### config.mk
export PLATFORM = sky130hd
export DESIGN_NAME = param_pipe_barrel_shifter
export DESIGN_NICKNAME = d
export VERILOG_FILES = /design/src/rtl/param_pipe_barrel_shifter_pkg.sv /design/src/rtl/param_pipe_barrel_shifter_shift_stage.sv /design/src/rtl/param_pipe_barrel_shifter.sv
export SDC_FILE = /design/constraint.sdc
export NUM_CORES = 1
export LEC_CHECK = 0
export BUFFER_PORTS_ARGS = -buffer_cell sky130_fd_sc_hd__buf_2
export CORE_MARGIN = 2
export CORE_UTILIZATION = 55
export CTS_CLUSTER_DIAMETER = 60
export DETAILED_ROUTE_END_ITERATION = 10
export PLACE_DENSITY = 0.74
export RECOVER_POWER = 100
export SYNTH_ARGS = -nofsm -noshare
export SYNTH_HDL_FRONTEND = slang
export SYNTH_SLANG_ARGS = --single-unit
### constraint.sdc
create_clock -name clk -period 2 [get_ports clk]
set_clock_uncertainty 0.05 [all_clocks]
set_input_delay 0.4 -clock clk [delete_from_list [all_inputs] [get_ports clk]]
set_output_delay 0.4 -clock clk [all_outputs]
set_load 0.02 [all_outputs]
### src/rtl/param_pipe_barrel_shifter_pkg.sv
// rtl/param_pipe_barrel_shifter_pkg.sv - shift mode encoding and the per-level shift function
// Covers data widths up to MAX_W; wider operands need MAX_W raised.
package param_pipe_barrel_shifter_pkg;

    typedef enum logic [1:0] {
        SLL = 2'b00,
        SRL = 2'b01,
        SRA = 2'b10,
        ROL = 2'b11
    } shift_mode_e;

    localparam int MAX_W = 256;
    localparam int IDX_W = $clog2(MAX_W);

    // Shift the low w bits of d by 2**k; bits at or above w are returned as 0.
    function automatic logic [MAX_W-1:0] level_shift(
        input logic [MAX_W-1:0] d,
        input shift_mode_e      mode,
        input logic             fill,
        input int               k,
        input int               w
    );
        logic [MAX_W-1:0] r;
        logic [IDX_W-1:0] idx;
        logic             in_range;
        int               s;
        int               src;
        r = '0;
        s = 1 << k;
        for (int i = 0; i < MAX_W; i++) begin
            src      = 0;
            in_range = 1'b0;
            case (mode)
                SLL: begin
                    src      = i - s;
                    in_range = (i >= s);
                end
                SRL, SRA: begin
                    src      = i + s;
                    in_range = (i + s < w);
                end
                default: begin
                    src      = (i >= s) ? (i - s) : (i - s + w);
                    in_range = 1'b1;
                end
            endcase
            idx = IDX_W'(src);
            if (i < w) begin
                r[i] = in_range ? d[idx] : ((mode == SRA) ? fill : 1'b0);
            end
        end
        return r;
    endfunction

endpackage

### src/rtl/param_pipe_barrel_shifter_shift_stage.sv
// rtl/param_pipe_barrel_shifter_shift_stage.sv - one shift level (by 2**K) plus its pipeline register
// Sticky accumulation is present only with PARAM_PIPE_BARREL_SHIFTER_STICKY_EN.
module param_pipe_barrel_shifter_shift_stage
    import param_pipe_barrel_shifter_pkg::*;
#(
    parameter  int WIDTH   = 32,
    parameter  int TAG_W   = 4,
    parameter  int K       = 0,
    localparam int SHAMT_W = $clog2(WIDTH)
) (
    input  logic               clk,
    input  logic               rst,
    input  logic               adv,
    input  logic               in_valid,
    input  logic [WIDTH-1:0]   in_data,
    input  logic [SHAMT_W-1:0] in_shamt,
    input  shift_mode_e        in_mode,
    input  logic               in_fill,
    input  logic [TAG_W-1:0]   in_tag,
`ifdef PARAM_PIPE_BARREL_SHIFTER_STICKY_EN
    input  logic               in_sticky,
    output logic               out_sticky,
`endif
    output logic               out_valid,
    output logic [WIDTH-1:0]   out_data,
    output logic [SHAMT_W-1:0] out_shamt,
    output shift_mode_e        out_mode,
    output logic               out_fill,
    output logic [TAG_W-1:0]   out_tag
);

    localparam int S = 1 << K;

    logic [MAX_W-1:0] shift_wide;
    logic [WIDTH-1:0] level_data;
    logic             unused_wide;

    always_comb begin
        shift_wide = level_shift(MAX_W'(in_data), in_mode, in_fill, K, WIDTH);
        level_data = in_shamt[K] ? shift_wide[WIDTH-1:0] : in_data;
    end

    assign unused_wide = ^shift_wide;

    always_ff @(posedge clk) begin
        if (rst) begin
            out_valid <= 1'b0;
            out_data  <= '0;
            out_shamt <= '0;
            out_mode  <= SLL;
            out_fill  <= 1'b0;
            out_tag   <= '0;
        end else if (adv) begin
            out_valid <= in_valid;
            out_data  <= level_data;
            out_shamt <= in_shamt;
            out_mode  <= in_mode;
            out_fill  <= in_fill;
            out_tag   <= in_tag;
        end
    end

`ifdef PARAM_PIPE_BARREL_SHIFTER_STICKY_EN
    logic lost;

    // Bits falling off the end of the word at this level; rotate never loses any.
    always_comb begin
        lost = 1'b0;
        case (in_mode)
            SRL, SRA: lost = |in_data[S-1:0];
            SLL:      lost = |in_data[WIDTH-1 -: S];
            default:  lost = 1'b0;
        endcase
    end

    always_ff @(posedge clk) begin
        if (rst) begin
            out_sticky <= 1'b0;
        end else if (adv) begin
            out_sticky <= in_sticky | (in_shamt[K] & lost);
        end
    end
`endif

endmodule

### src/rtl/param_pipe_barrel_shifter.sv
// rtl/param_pipe_barrel_shifter.sv - pipelined multi-mode barrel shifter, one register per shift level
// Optional out_sticky via PARAM_PIPE_BARREL_SHIFTER_STICKY_EN.
module param_pipe_barrel_shifter
    import param_pipe_barrel_shifter_pkg::*;
#(
    parameter  int WIDTH   = 32,
    parameter  int TAG_W   = 4,
    localparam int SHAMT_W = $clog2(WIDTH)
) (
    input  logic               clk,
    input  logic               rst,
    input  logic               in_valid,
    output logic               in_ready,
    input  logic [WIDTH-1:0]   in_data,
    input  logic [SHAMT_W-1:0] in_shamt,
    input  logic [1:0]         in_mode,
    input  logic [TAG_W-1:0]   in_tag,
    output logic               out_valid,
    input  logic               out_ready,
    output logic [WIDTH-1:0]   out_data,
    output logic [TAG_W-1:0]   out_tag
`ifdef PARAM_PIPE_BARREL_SHIFTER_STICKY_EN
    ,
    output logic               out_sticky
`endif
);

    localparam int L = SHAMT_W;

    logic               adv;
    logic               pipe_valid [0:L];
    logic [WIDTH-1:0]   pipe_data  [0:L];
    logic [SHAMT_W-1:0] pipe_shamt [0:L];
    shift_mode_e        pipe_mode  [0:L];
    logic               pipe_fill  [0:L];
    logic [TAG_W-1:0]   pipe_tag   [0:L];
    logic               unused_tail;

    // The whole pipe moves together; it only stops when the output is held.
    assign adv      = !out_valid || out_ready;
    assign in_ready = adv;

    assign pipe_valid[0] = in_valid;
    assign pipe_data[0]  = in_data;
    assign pipe_shamt[0] = in_shamt;
    assign pipe_mode[0]  = shift_mode_e'(in_mode);
    assign pipe_fill[0]  = in_data[WIDTH-1];
    assign pipe_tag[0]   = in_tag;

`ifdef PARAM_PIPE_BARREL_SHIFTER_STICKY_EN
    logic pipe_sticky [0:L];
    assign pipe_sticky[0] = 1'b0;
    assign out_sticky     = pipe_sticky[L];
`endif

    for (genvar k = 0; k < L; k++) begin : g_level
        param_pipe_barrel_shifter_shift_stage #(
            .WIDTH (WIDTH),
            .TAG_W (TAG_W),
            .K     (k)
        ) u_shift_stage (
            .clk        (clk),
            .rst        (rst),
            .adv        (adv),
            .in_valid   (pipe_valid[k]),
            .in_data    (pipe_data[k]),
            .in_shamt   (pipe_shamt[k]),
            .in_mode    (pipe_mode[k]),
            .in_fill    (pipe_fill[k]),
            .in_tag     (pipe_tag[k]),
`ifdef PARAM_PIPE_BARREL_SHIFTER_STICKY_EN
            .in_sticky  (pipe_sticky[k]),
            .out_sticky (pipe_sticky[k+1]),
`endif
            .out_valid  (pipe_valid[k+1]),
            .out_data   (pipe_data[k+1]),
            .out_shamt  (pipe_shamt[k+1]),
            .out_mode   (pipe_mode[k+1]),
            .out_fill   (pipe_fill[k+1]),
            .out_tag    (pipe_tag[k+1])
        );
    end

    assign out_valid = pipe_valid[L];
    assign out_data  = pipe_data[L];
    assign out_tag   = pipe_tag[L];

    assign unused_tail = ^{pipe_shamt[L], pipe_mode[L], pipe_fill[L]};

endmodule

==> impl_results.md <==
- Crit. Startpoint: g_level[4].u_shift_stage.out_valid
- Antenna Cells: 0
- Cell accounting for the most synthesized area: dfxtp_1
- Die span in x: 144 um
- Mean routed wirelength per cell: 16.2 um
- Area growth from synthesis to layout: 10.8%
- Largest net degree at the start of global routing: 124
- Post-synth top area share: 0.383
- Worst-margin pin slew: 0.769 ns
- Clk_lat worst skew: 0.53 ns
- IO Port Bufs: 84
- Number of global-route vias before repair: 8303
- Critical hold path startpoint: in_tag[0]
- Fin Setup TNS: 0 ns
- Post-synth EDFFs: 0
- Drt via density: 5.89
- Clk root buf: clkbuf_16
- Core Area: 0.0194 sq mm
- First-pass DRT Iterations: 7
- Post-synthesis net count: 1370
- CP endpoint kind: output pin
- Final Critical Period: 1.90 ns
- Die Y: 144 um
- Clock share of power: 0.421
- Gr usage total: 0.243
- Worst path max stage delay: 0.34 ns
- Total die area: 0.0208 sq mm
- Status: finished, final reports clean
- Combinational fraction of design power: 0.130
- Max-Cap Viols: 0
- Sink Count: 207
- Syn_area_per_cell: 8.25 sq um
- WS Path Type: register to output pin
- Hold-critical path depth: 3
- Drt first-iter violations: 691
- Synth area leaders: dfxtp_1, mux2i_1, a21oi_1, nand2_1, a211o_1
- Critical path arrival: 1.45 ns
- Part of the power in registers: 0.450
- Slew Viols, Final: 0
- Hold Crit Class: input pin to register
- Worst path cell trace: nor2b_4 > inv_4 > clkbuf_2
- Worst r2r src: g_level[3].u_shift_stage.out_mode[0]
- Synthesized area: 0.0108 sq mm
- Leak: 4.44 nW
- Worst path top cell family by delay: flip-flops
- Crit path required time: 1.55 ns
- First-pass GRT wire length: 41700 um
- Critical Path Fanout Max: 25
- Async set or reset register ratio after synthesis: 0
- Ys Warns: 0
- Net switching fraction of the power: 0.259
- Final #Nets: 1391
- Sw Pwr: 2.68 mW
- Fin cells: 1610
- DP Wirelength: 17500 um
- I/O pins: 85
- Synth Flop Type: dfxtp_1
- Number of core rows: 51
- Total gr overflow: 0
- FF-to-FF End: g_level[4].u_shift_stage.out_data[13]
- Inst Count DP: 1569
- Final period util: 0.948
- Post-place setup slack: 0.129 ns
- GPL Wtd Cong: 0.827
- Max Root-Sink Buffers: 3
- Post-synthesis cell count: 1310
- CTS tree: built
- Share of cells above drive strength 1: 0.0996
- Initial antenna violation count: 0
- Slowest-stage cell, CP: dfxtp_1
- PwrDens: 861 mW/mm^2
- Reg2Reg Setup Slack: 0.11 ns
- Final hold violations: 0
- TritonCTS buffer count: 24
- Max Fclk: 0.527 GHz
- Worst Hold End: g_level[0].u_shift_stage.out_tag[0]
- Max VDD drop: 0.587 mV
- Routed wire length: 26100 um
- Reg2reg path depth: 5
- Clock-pin slew on the worst setup and hold paths: 0.06 ns
- Detail Route Antenna Nets: 0
- Buf+Inv Stages, Crit Path: 2
- Post-CTS setup buffers: 0
- Unique masters post-synth: 35
- FF+latch count, synth: 207
- Initial Util: 0.557
- H-Tree Depth: 1
- Via count: 9485
- Internal power: 7.64 mW
- Final setup viols: 0
- Worst Setup Slack, final: 0.103 ns
- Slew Limit Headroom: 0.487
- RSZ-0062 raised after global routing: no
- CP Launch Type: register
- Register area share after synthesis: 0.383
- Drc violations: 0
cell type report:
type	count	area, sq um
multi-input combinational	966	5870
tap	265	332
timing repair buffer	120	798
inverter	12	47.5
sequential	207	4150
clock inverter	8	114
clock buffer	32	671
fill	1754	7420
worst min-delay path, cell delays in order:
cell     delay [ns]
buf_2          0.10
nand2_1        0.04
a21oi_1        0.05
metrics by stage:
step           instance area [sq um]  total power [mW]   util  hold slack [ns]
2_1_floorplan                  10800              5.68      -            0.382
3_3_place_gp                   11300              6.01  0.581            0.386
3_5_place_dp                   11300              6.05  0.581            0.390
4_1_cts                        12100              10.4  0.622           0.0533
5_1_grt                        12000              10.7  0.618           0.0747
6_report                       12000              10.3  0.618           0.0663
worst max-delay path by stage:
| stage | endpoint | slack, ns | depth (start not counted) |
|---|---|---|---|
| 2_1_floorplan | g_level[0].u_shift_stage.out_data[31] | 0.26 | 7 |
| 3_3_place_gp | g_level[0].u_shift_stage.out_data[18] | 0.17 | 7 |
| 3_5_place_dp | g_level[0].u_shift_stage.out_data[12] | 0.13 | 7 |
| 4_1_cts | in_ready | 0.08 | 3 |
| 5_1_grt | g_level[1].u_shift_stage.out_data[0] | 0.01 | 6 |
| 6_report | in_ready | 0.10 | 3 |
registers in the layout, summed over array words and instances (netlist names):
name and flops:
g_level.u_shift_stage.out_fill 4, g_level.u_shift_stage.out_tag 20, g_level.u_shift_stage.out_valid 5, g_level.u_shift_stage.out_data 160
g_level.u_shift_stage.out_mode 8, g_level.u_shift_stage.out_shamt 10
power by group through the flow:
stage / clock [mW] / combinational, mW / sequential (mW)
4_1_cts: 4.40 / 1.34 / 4.63
2_1_floorplan: 0 / 1.04 / 4.64
5_1_grt: 4.58 / 1.47 / 4.67
3_5_place_dp: 0 / 1.32 / 4.72
3_3_place_gp: 0 / 1.29 / 4.72
6_report: 4.34 / 1.34 / 4.64
metal layers:
metal	wire (um)	track usage
met1	11800	0.337
met4	622	0.0736
met2	12400	0.399
met5	0	0
met3	1300	0.0285
cell families after synthesis:
logic type / Yosys count / share of synthesized area
AO/OA/AOI/OAI: 380 / 0.243
adder cells (fa/ha/maj): 13 / 0.0150
flip-flops: 207 / 0.383
multiplexers: 113 / 0.106
AND/OR/NAND/NOR: 460 / 0.180
buffers and inverters: 137 / 0.0736
cell usage in the layout, fill, tap and decap left out, drive strengths merged, types with 6 or more instances in the layout:
cell type,n
dfxtp,207
ha,13
a21oi,190
mux2i,105
inv,14
buf,78
a211oi,9
mux2,8
nand3b,14
o311a,6
nand2,237
a311o,46
nor2,148
nand2b,48
o21ai,14
clkbuf,74
nand3,8
a211o,98
o31ai,14
synth_stat cells (2+ instances only):
library cell	n
buf_6	25
nor2b_1	2
nand3_2	2
nand2_1	237
buf_4	3
o311a_1	6
nand2b_1	48
nor2_1	148
nand3_1	5
ha_1	13
dfxtp_1	207
buf_1	3
buf_2	40
nand3b_1	14
mux2_2	3
o21ai_0	14
mux2i_1	105
a311o_1	46
a21oi_1	190
o31ai_2	5
buf_12	2
o31ai_1	9
a211o_1	98
mux2_1	5
clkbuf_1	52
inv_1	11
a211oi_1	9
what timing repair did:
item | in CTS | in global routing
endpoints found under the setup margin | 1 | 4
gates resized for setup | 1 | 2
hold buffers | 0 | 0
gates cloned | 0 | 1
(Power assumes the default switching activity.)
